File: config.mk
export PLATFORM = sky130hd
export DESIGN_NAME = crossbar_permute
export DESIGN_NICKNAME = d
export VERILOG_FILES = /design/src/rtl/crossbar_permute.sv
export SDC_FILE = /design/constraint.sdc
export NUM_CORES = 1
export LEC_CHECK = 0
export CORE_MARGIN = 5
export CORE_UTILIZATION = 53
export DETAILED_ROUTE_END_ITERATION = 6
export GPL_ROUTABILITY_DRIVEN = 1
export GPL_TIMING_DRIVEN = 0
export PLACE_DENSITY_LB_ADDON = 0.2
export RECOVER_POWER = 50
export SETUP_SLACK_MARGIN = 0.3
export SYNTH_ARGS = -nofsm -noshare
export SYNTH_HDL_FRONTEND = slang
export SYNTH_SLANG_ARGS = --single-unit
File: constraint.sdc
create_clock -name Clock -period 2.3 [get_ports Clock]
set_clock_uncertainty 0.05 [all_clocks]
set_input_delay 0.46 -clock Clock [delete_from_list [all_inputs] [get_ports Clock]]
set_output_delay 0.46 -clock Clock [all_outputs]
set_load 0.01 [all_outputs]
File: src/rtl/crossbar_permute.sv
// Parametrised register bank with crossbar feedback: individual loads from a shared bus,
// then a start-triggered sequencer applies rotate/reverse/swap a programmable number of times.
module crossbar_permute #(
    parameter int unsigned WIDTH = 8,
    parameter int unsigned NREG  = 4,
    parameter int unsigned ADDRW = 2,
    parameter int unsigned CNTW  = 3
) (
    input  logic             Clock,
    input  logic             Resetn,
    input  logic [WIDTH-1:0] Data,
    input  logic [NREG-1:0]  RinExt,
    input  logic             Start,
    input  logic [1:0]       Mode,
    input  logic [CNTW-1:0]  Count,
    input  logic [ADDRW-1:0] SelA,
    input  logic [ADDRW-1:0] SelB,
    input  logic [ADDRW-1:0] RdAddr,
    output logic [WIDTH-1:0] RdData,
    output logic             Busy,
    output logic             Done
);

    localparam logic [1:0] MODE_ROT_UP = 2'b00;
    localparam logic [1:0] MODE_ROT_DN = 2'b01;
    localparam logic [1:0] MODE_REV    = 2'b10;

    typedef enum logic [1:0] {S_IDLE, S_RUN, S_FIN} state_t;

    state_t           state_q, state_d;
    logic [1:0]       mode_q, mode_d;
    logic [CNTW-1:0]  cnt_q, cnt_d;
    logic [ADDRW-1:0] sel_a_q, sel_a_d;
    logic [ADDRW-1:0] sel_b_q, sel_b_d;
    logic             busy_q, busy_d;
    logic             done_q, done_d;

    logic [WIDTH-1:0] regs_cur [NREG];
    logic [WIDTH-1:0] val_a, val_b;
    logic             hit_a, hit_b, swap_ok;

    // Swap operands; an out-of-range or identical index pair disables the swap.
    always_comb begin
        val_a = '0;
        val_b = '0;
        hit_a = 1'b0;
        hit_b = 1'b0;
        for (int i = 0; i < int'(NREG); i++) begin
            if (sel_a_q == ADDRW'(i)) begin
                val_a = regs_cur[i];
                hit_a = 1'b1;
            end
            if (sel_b_q == ADDRW'(i)) begin
                val_b = regs_cur[i];
                hit_b = 1'b1;
            end
        end
        swap_ok = hit_a && hit_b && (sel_a_q != sel_b_q);
    end

    always_comb begin
        RdData = '0;
        for (int i = 0; i < int'(NREG); i++) begin
            if (RdAddr == ADDRW'(i)) begin
                RdData = regs_cur[i];
            end
        end
    end

    // Per-register next value: bus load in IDLE, one permutation step per RUN cycle.
    for (genvar gi = 0; gi < int'(NREG); gi++) begin : g_reg
        localparam int unsigned PREV_IDX = (gi + NREG - 1) % NREG;
        localparam int unsigned NEXT_IDX = (gi + 1) % NREG;
        localparam int unsigned MIR_IDX  = NREG - 1 - gi;
        localparam logic [ADDRW-1:0] MY_ADDR = ADDRW'(gi);

        logic [WIDTH-1:0] r_q, r_d;

        assign regs_cur[gi] = r_q;

        always_comb begin
            r_d = r_q;
            case (state_q)
                S_IDLE: begin
                    if (RinExt[gi]) begin
                        r_d = Data;
                    end
                end
                S_RUN: begin
                    case (mode_q)
                        MODE_ROT_UP: r_d = regs_cur[PREV_IDX];
                        MODE_ROT_DN: r_d = regs_cur[NEXT_IDX];
                        MODE_REV:    r_d = regs_cur[MIR_IDX];
                        default: begin
                            if (swap_ok && (sel_a_q == MY_ADDR)) begin
                                r_d = val_b;
                            end else if (swap_ok && (sel_b_q == MY_ADDR)) begin
                                r_d = val_a;
                            end
                        end
                    endcase
                end
                default: ;
            endcase
        end

        always_ff @(posedge Clock or negedge Resetn) begin
            if (!Resetn) begin
                r_q <= '0;
            end else begin
                r_q <= r_d;
            end
        end
    end

    // Sequencer next state and latched command.
    always_comb begin
        state_d = state_q;
        mode_d  = mode_q;
        cnt_d   = cnt_q;
        sel_a_d = sel_a_q;
        sel_b_d = sel_b_q;
        case (state_q)
            S_IDLE: begin
                if (Start) begin
                    mode_d  = Mode;
                    cnt_d   = Count;
                    sel_a_d = SelA;
                    sel_b_d = SelB;
                    state_d = (Count != '0) ? S_RUN : S_FIN;
                end
            end
            S_RUN: begin
                cnt_d = cnt_q - CNTW'(1);
                if (cnt_q == CNTW'(1)) begin
                    state_d = S_FIN;
                end
            end
            S_FIN:   state_d = S_IDLE;
            default: state_d = S_IDLE;
        endcase
        busy_d = (state_d != S_IDLE);
        done_d = (state_d == S_FIN);
    end

    always_ff @(posedge Clock or negedge Resetn) begin
        if (!Resetn) begin
            state_q <= S_IDLE;
            mode_q  <= '0;
            cnt_q   <= '0;
            sel_a_q <= '0;
            sel_b_q <= '0;
            busy_q  <= 1'b0;
            done_q  <= 1'b0;
        end else begin
            state_q <= state_d;
            mode_q  <= mode_d;
            cnt_q   <= cnt_d;
            sel_a_q <= sel_a_d;
            sel_b_q <= sel_b_d;
            busy_q  <= busy_d;
            done_q  <= done_d;
        end
    end

    assign Busy = busy_q;
    assign Done = done_q;

endmodule

==> Word-level counts from Yosys, hierarchy flattened <==
Cells that the tools add are included.
{ "totals": {"ff_bits": 45, "inputBits": 26, "output_inout_bits": 10, "word_cells": 108} }
{ "op_classes": {"n_addsub": 1, "n_eq_ne": 24, "muxes": 46, "reduce_logical": 26} }
{ "op_table": {"columns": ["op", "count"], "rows": [
  ["$mux 8", 24],
  ["$pmux 8 s2", 8],
  ["$ne 5x5->1 const B", 4],
  ["$eq 2x2->1 const B", 8],
  ["$reduce_and 3->1", 4],
  ["$eq 2x1->1 const B", 5],
  ["$logic_and 1x1->1", 10],
  ["$logic_not 2->1", 5],
  ["$ne 2x2->1 const B", 5],
  ["$mux 1", 8],
  ["$mux 2", 3],
  ["$pmux 3 s2", 1],
  ["$pmux 2 s2", 1],
  ["$reduce_and 2->1", 2],
  ["$reduce_bool 2->1", 2],
  ["$reduce_or 2->1", 2],
  ["$eq 3x1->1 const B", 1],
  ["$mux 3", 1],
  ["$reduce_bool 3->1", 1],
  ["$sub 3x1->3 const B", 1],
  ["$ne 2x2->1", 1]
]} }

==> Depth between registers and ports, before layout <==
{ "logic_depth": {"depth_word": 12, "depth_mapped": 9, "mapped_depth_nobuf": 6} }

==> Least setup slack after synthesis <==
Ideal clock, no wire load.
{ "synth_timing": {"path_kind": "flip-flop to flip-flop", "startpoint": "register mode_q[0]", "endpoint": "register g_reg[1].r_q[1]", "setup_time_ps": 77, "arrival_ps": 2153, "required_time_ps": 2173, "path_slack_ps": 19, "path_stages_with_launch": 10, "path_buffers": 3, "synth_period_minus_slack_ps": 2281, "path_cell_list": "dfrtp_1 inv_1 clkbuf_1 ha_1 buf_2 nor2_1 a311oi_2 buf_4 nor2_1 a21oi_1"} }
{ "synth_via": {"elab_chain_cells": 4, "word_cells_on_any_way": 8, "classes_between": "eq/ne (3); mux (2); reduce/logical (3)"} }
{ "synth_rtl": {"columns": ["item", "line", "text"], "rows": [
  ["from (decl)", "31", "logic [1:0] mode_q, mode_d;"],
  ["from (signal assigned)", "157", "mode_q <= mode_d;"],
  ["$eq 2x2->1 or $eq 2x1->1 (tied branches)", "90", "case (mode_q)"],
  ["$reduce_or 2->1 (no line)", null, null],
  ["$pmux 8 s2 or $ne 5x5->1 (tied branches)", null, null],
  ["$pmux 8 s2 or $reduce_and 3->1 (tied branches)", null, null],
  ["to (signal assigned)", "111", "r_q <= r_d;"],
  ["to (decl)", "77", "logic [WIDTH-1:0] r_q, r_d;"]
]} }
Parallel ways exist; a longest one is shown, timed or not.
A chain may end at the register's enable or synchronous reset.

==> Worst setup path in the final report <==
{ "layout_timing": {"startpoint": "register state_q[1]", "endpoint": "register g_reg[1].r_q[0]"} }
{ "layout_via": {"elab_chain_cells": 3, "word_cells_on_any_way": 7, "classes_between": "eq/ne (3); mux (1); reduce/logical (3)"} }
{ "layout_rtl": {"columns": ["item", "line", "text"], "rows": [
  ["from (decl)", "30", "state_t state_q, state_d;"],
  ["from (signal assigned)", "156", "state_q <= state_d;"],
  ["$eq 2x1->1 or $logic_not 2->1 (tied branches)", "83", "case (state_q)"],
  ["$ne 5x5->1 (no line), or another cell as far along", null, null],
  ["$reduce_and 3->1 (no line)", null, null]
]} }
Parallel ways exist; a longest one is shown, timed or not.

==> out/metrics.csv <==
metric,value,unit
wl_per_cell,23.27,um
wl_met2,5801,um
worst-path-buf-inv,2,
period_share,91.57,%
ff_latch_area,0.001142,mm2
cp.required,2480,ps
yosys_register_bits,45,
startpoint_type,flop,
dp_cells,517,
cts.path.max_buffers,2,
failed_checks,design-rule violations,
critical_path_class,reg2reg,
switchingPower,0.004511,W
arrival,2280,ps
pin_count,36,
vdd_ir_drop_max,1.024,mV
cts_tree,yes,
hold_ws,327.7,ps
top_layer_used,met4,
ys_top_cells_by_area,"dfrtp_1, mux4_2, a221oi_1",
end_kind,flop,
cp_cell_sequence,nand2b_1 > buf_2 > buf_2 > nand2_1 > o31a_1 > a21oi_1,
synth_common_cells,"nor2_1, dfrtp_1, nand2_1",
grt_usage,30.04,%
gp_congestion,0.9461,
dp_slack,-403.3,ps
dr.pass1.iters,7,
drive_above_1_share,32.22,%
fill_cells,503,
r2r_setup_slack,190,ps
dp_hpwl,8208,um
m1WireLength,4782,um
r2r_cells,6,
synth_top_area_share,30.32,%
port_buffers,33,
postSynthCellCount,387,
status,"finished, violations left",
fin_ws,193.9,ps
dr_wl_met3,2028,um
nNetsFinal,513,
maxCapViolations,0,
max_stage_delay,660,ps
min_period,2106,ps
power,0.009396,W
grt_start_max_net_pins,24,
swShare,48.00,%
ys_warn_count,0,
grt_overflow,0,
ys_types,54,
vias,4107,
ctsHoldBuffers,0,
htreeDepth,2,
p_per_area,1933,mW/mm2
synth.yosys.seq_area_share,30.32,%
synth_nets,419,
hold_class,in2async,
ant_nets,0,
crit_path_frequent_cell,buf_2,
die_w,93.71,um
cts_sinks,45,
r2r-end,g_reg[1].r_q[0],
drc_errors,11,
antenna_found_initial,0,
p_leak,1.887,nW
synthFlopType,dfrtp_1,
syn2layout_area_growth,30.93,%
synth.most_common_cell,nor2_1,
reg2reg_from,state_q[1],
postSynthAreaPerCell,9.596,um2
async_flop_share,100.0,%
setup_viol,0,
grt_pass1_wl,20330,um
final_hold_viol_count,0,
diodes,0,
cts_root_buf,clkbuf_8,
grt_pass1_vias,4012,
dieHeight,93.71,um
row_count,30,
slowest_stage,dfrtp_1,
rsz0062_at_grt,yes,
yosysTopAreaCell,dfrtp_1,
wl,13430,um
insertion_delay,310,ps
numCtsBuffers,5,
slew_viol_final,0,
synth_area,0.003714,mm2
cts.reportedPaths.clkPinSlew,90,ps
combPwrFrac,77.6,%
cp_top_family,flip-flops,
start_util,54.66,%
core,0.006794,mm2
tightest_slew,1212,ps
pwr-share-clk,6.5,%
die_area,0.008781,mm2
instances_no_fill,577,
slew_headroom,19.22,%
pwr-share-seq,15.9,%
synth_edf_count,0,
cp_max_fo,10,
drtIter0Drc,781,
vias_per_cell,7.118,
intPower,0.004886,W
multiInputGateArea,0.002402,mm2
clock.fmax,0.4748,GHz
-- worst reg2reg max path: stages, from the launching register on --
cell and delay [ps]:
dfrtp_1 660, nand2b_1 250, buf_2 260, buf_2 330
nand2_1 180, o31a_1 140, a21oi_1 150
-- per-stage QoR --
step	utilization (%)	cell area, um2	setup TNS [ps]
detailed placement	62.03	4214	-6058
CTS	69.72	4737	0
floorplan	-	3741	0
global placement	61.69	4192	-29010
global route	71.57	4862	0
finish	71.57	4862	0
-- layout make-up --
type	count	share of cell area, %
timing repair buffer	87	15.11
clock inverter	2	0.7205
tap	96	2.470
multi-input combinational	302	49.41
sequential	45	23.49
clock buffer	5	1.415
buffer	36	7.077
inverter	4	0.3088
-- timing repair --
action | in CTS | in global routing
endpoints found under the setup margin | 40 | 40
pin swaps | 4 | 7
setup buffers | 43 | 8
cloned | 1 | 1
gates resized for setup | 43 | 45
-- cell usage in the layout, fill, tap and decap left out, drive strengths merged, types with 2 or more instances in the layout --
cell | Yosys | routed
a221oi | 25 | 25
mux4 | 18 | 18
inv | 4 | 4
a311oi | 3 | 3
o31a | 7 | 7
or3 | 7 | 7
nand2b | 7 | 7
mux2i | 15 | 15
a22o | 2 | 2
o2111ai | 2 | 2
a211oi | 2 | 2
xor2 | 3 | 3
o211ai | 10 | 10
nand2 | 33 | 33
clkdlybuf4s15 | 0 | 8
o22ai | 18 | 18
buf | 23 | 77
nor3 | 6 | 6
a221o | 5 | 5
mux2 | 3 | 3
o21ai | 12 | 12
ha | 6 | 6
nand3 | 6 | 6
clkdlybuf4s50 | 0 | 23
nor2b | 5 | 5
and2 | 2 | 2
o311ai | 2 | 2
clkbuf | 13 | 19
o221ai | 7 | 7
a31oi | 24 | 24
nor2 | 49 | 49
dfrtp | 45 | 45
a21oi | 13 | 13
-- metal layers --
metal	track usage, %	vias up
li1	-	1711
met1	38.83	1901
met2	45.00	394
met3	9.615	101
met4	15.28	0
met5	0	-
-- worst max path at each step --
stage / startpoint / end / slack, ps / cells after the start
after global routing: state_q[1] / g_reg[1].r_q[0] / 170 / 6
after floorplan: mode_q[0] / g_reg[1].r_q[1] / 300 / 9
after detailed placement: RdAddr[0] / RdData[2] / -400 / 3
after CTS: g_reg[3].r_q[2] / RdData[2] / 290 / 2
after global placement: Resetn / g_reg[0].r_q[1] / -510 / 1
final: state_q[1] / g_reg[1].r_q[0] / 190 / 6
-- kinds of logic after synthesis --
family | synth area share, %
and+or+nand+nor | 15.50
AOI/OAI and AO/OA | 28.34
DFF | 30.32
buffers and inverters | 6.671
muxes | 16.21
xor gates and xnor gates | 0.9436
adders and majority gates | 2.022
-- sequential cells by signal, indices dropped and copies added, names as in the netlist --
register	flops
Busy	1
Done	1
cnt_q	3
g.r_q	32
mode_q	2
sel_a_q	2
sel_b_q	2
state_q	2
-- power by group through the flow --
stage / Clock, W / Combinational [W] / Sequential, W
2_1_floorplan: 0 / 0.00416 / 0.00163
4_1_cts: 0.000616 / 0.00664 / 0.00148
6_report: 0.000608 / 0.00729 / 0.00150
3_3_place_gp: 0 / 0.00542 / 0.00179
3_5_place_dp: 0 / 0.00552 / 0.00181
5_1_grt: 0.000650 / 0.00762 / 0.00154
Note: power is estimated with default switching activity, not from simulation.
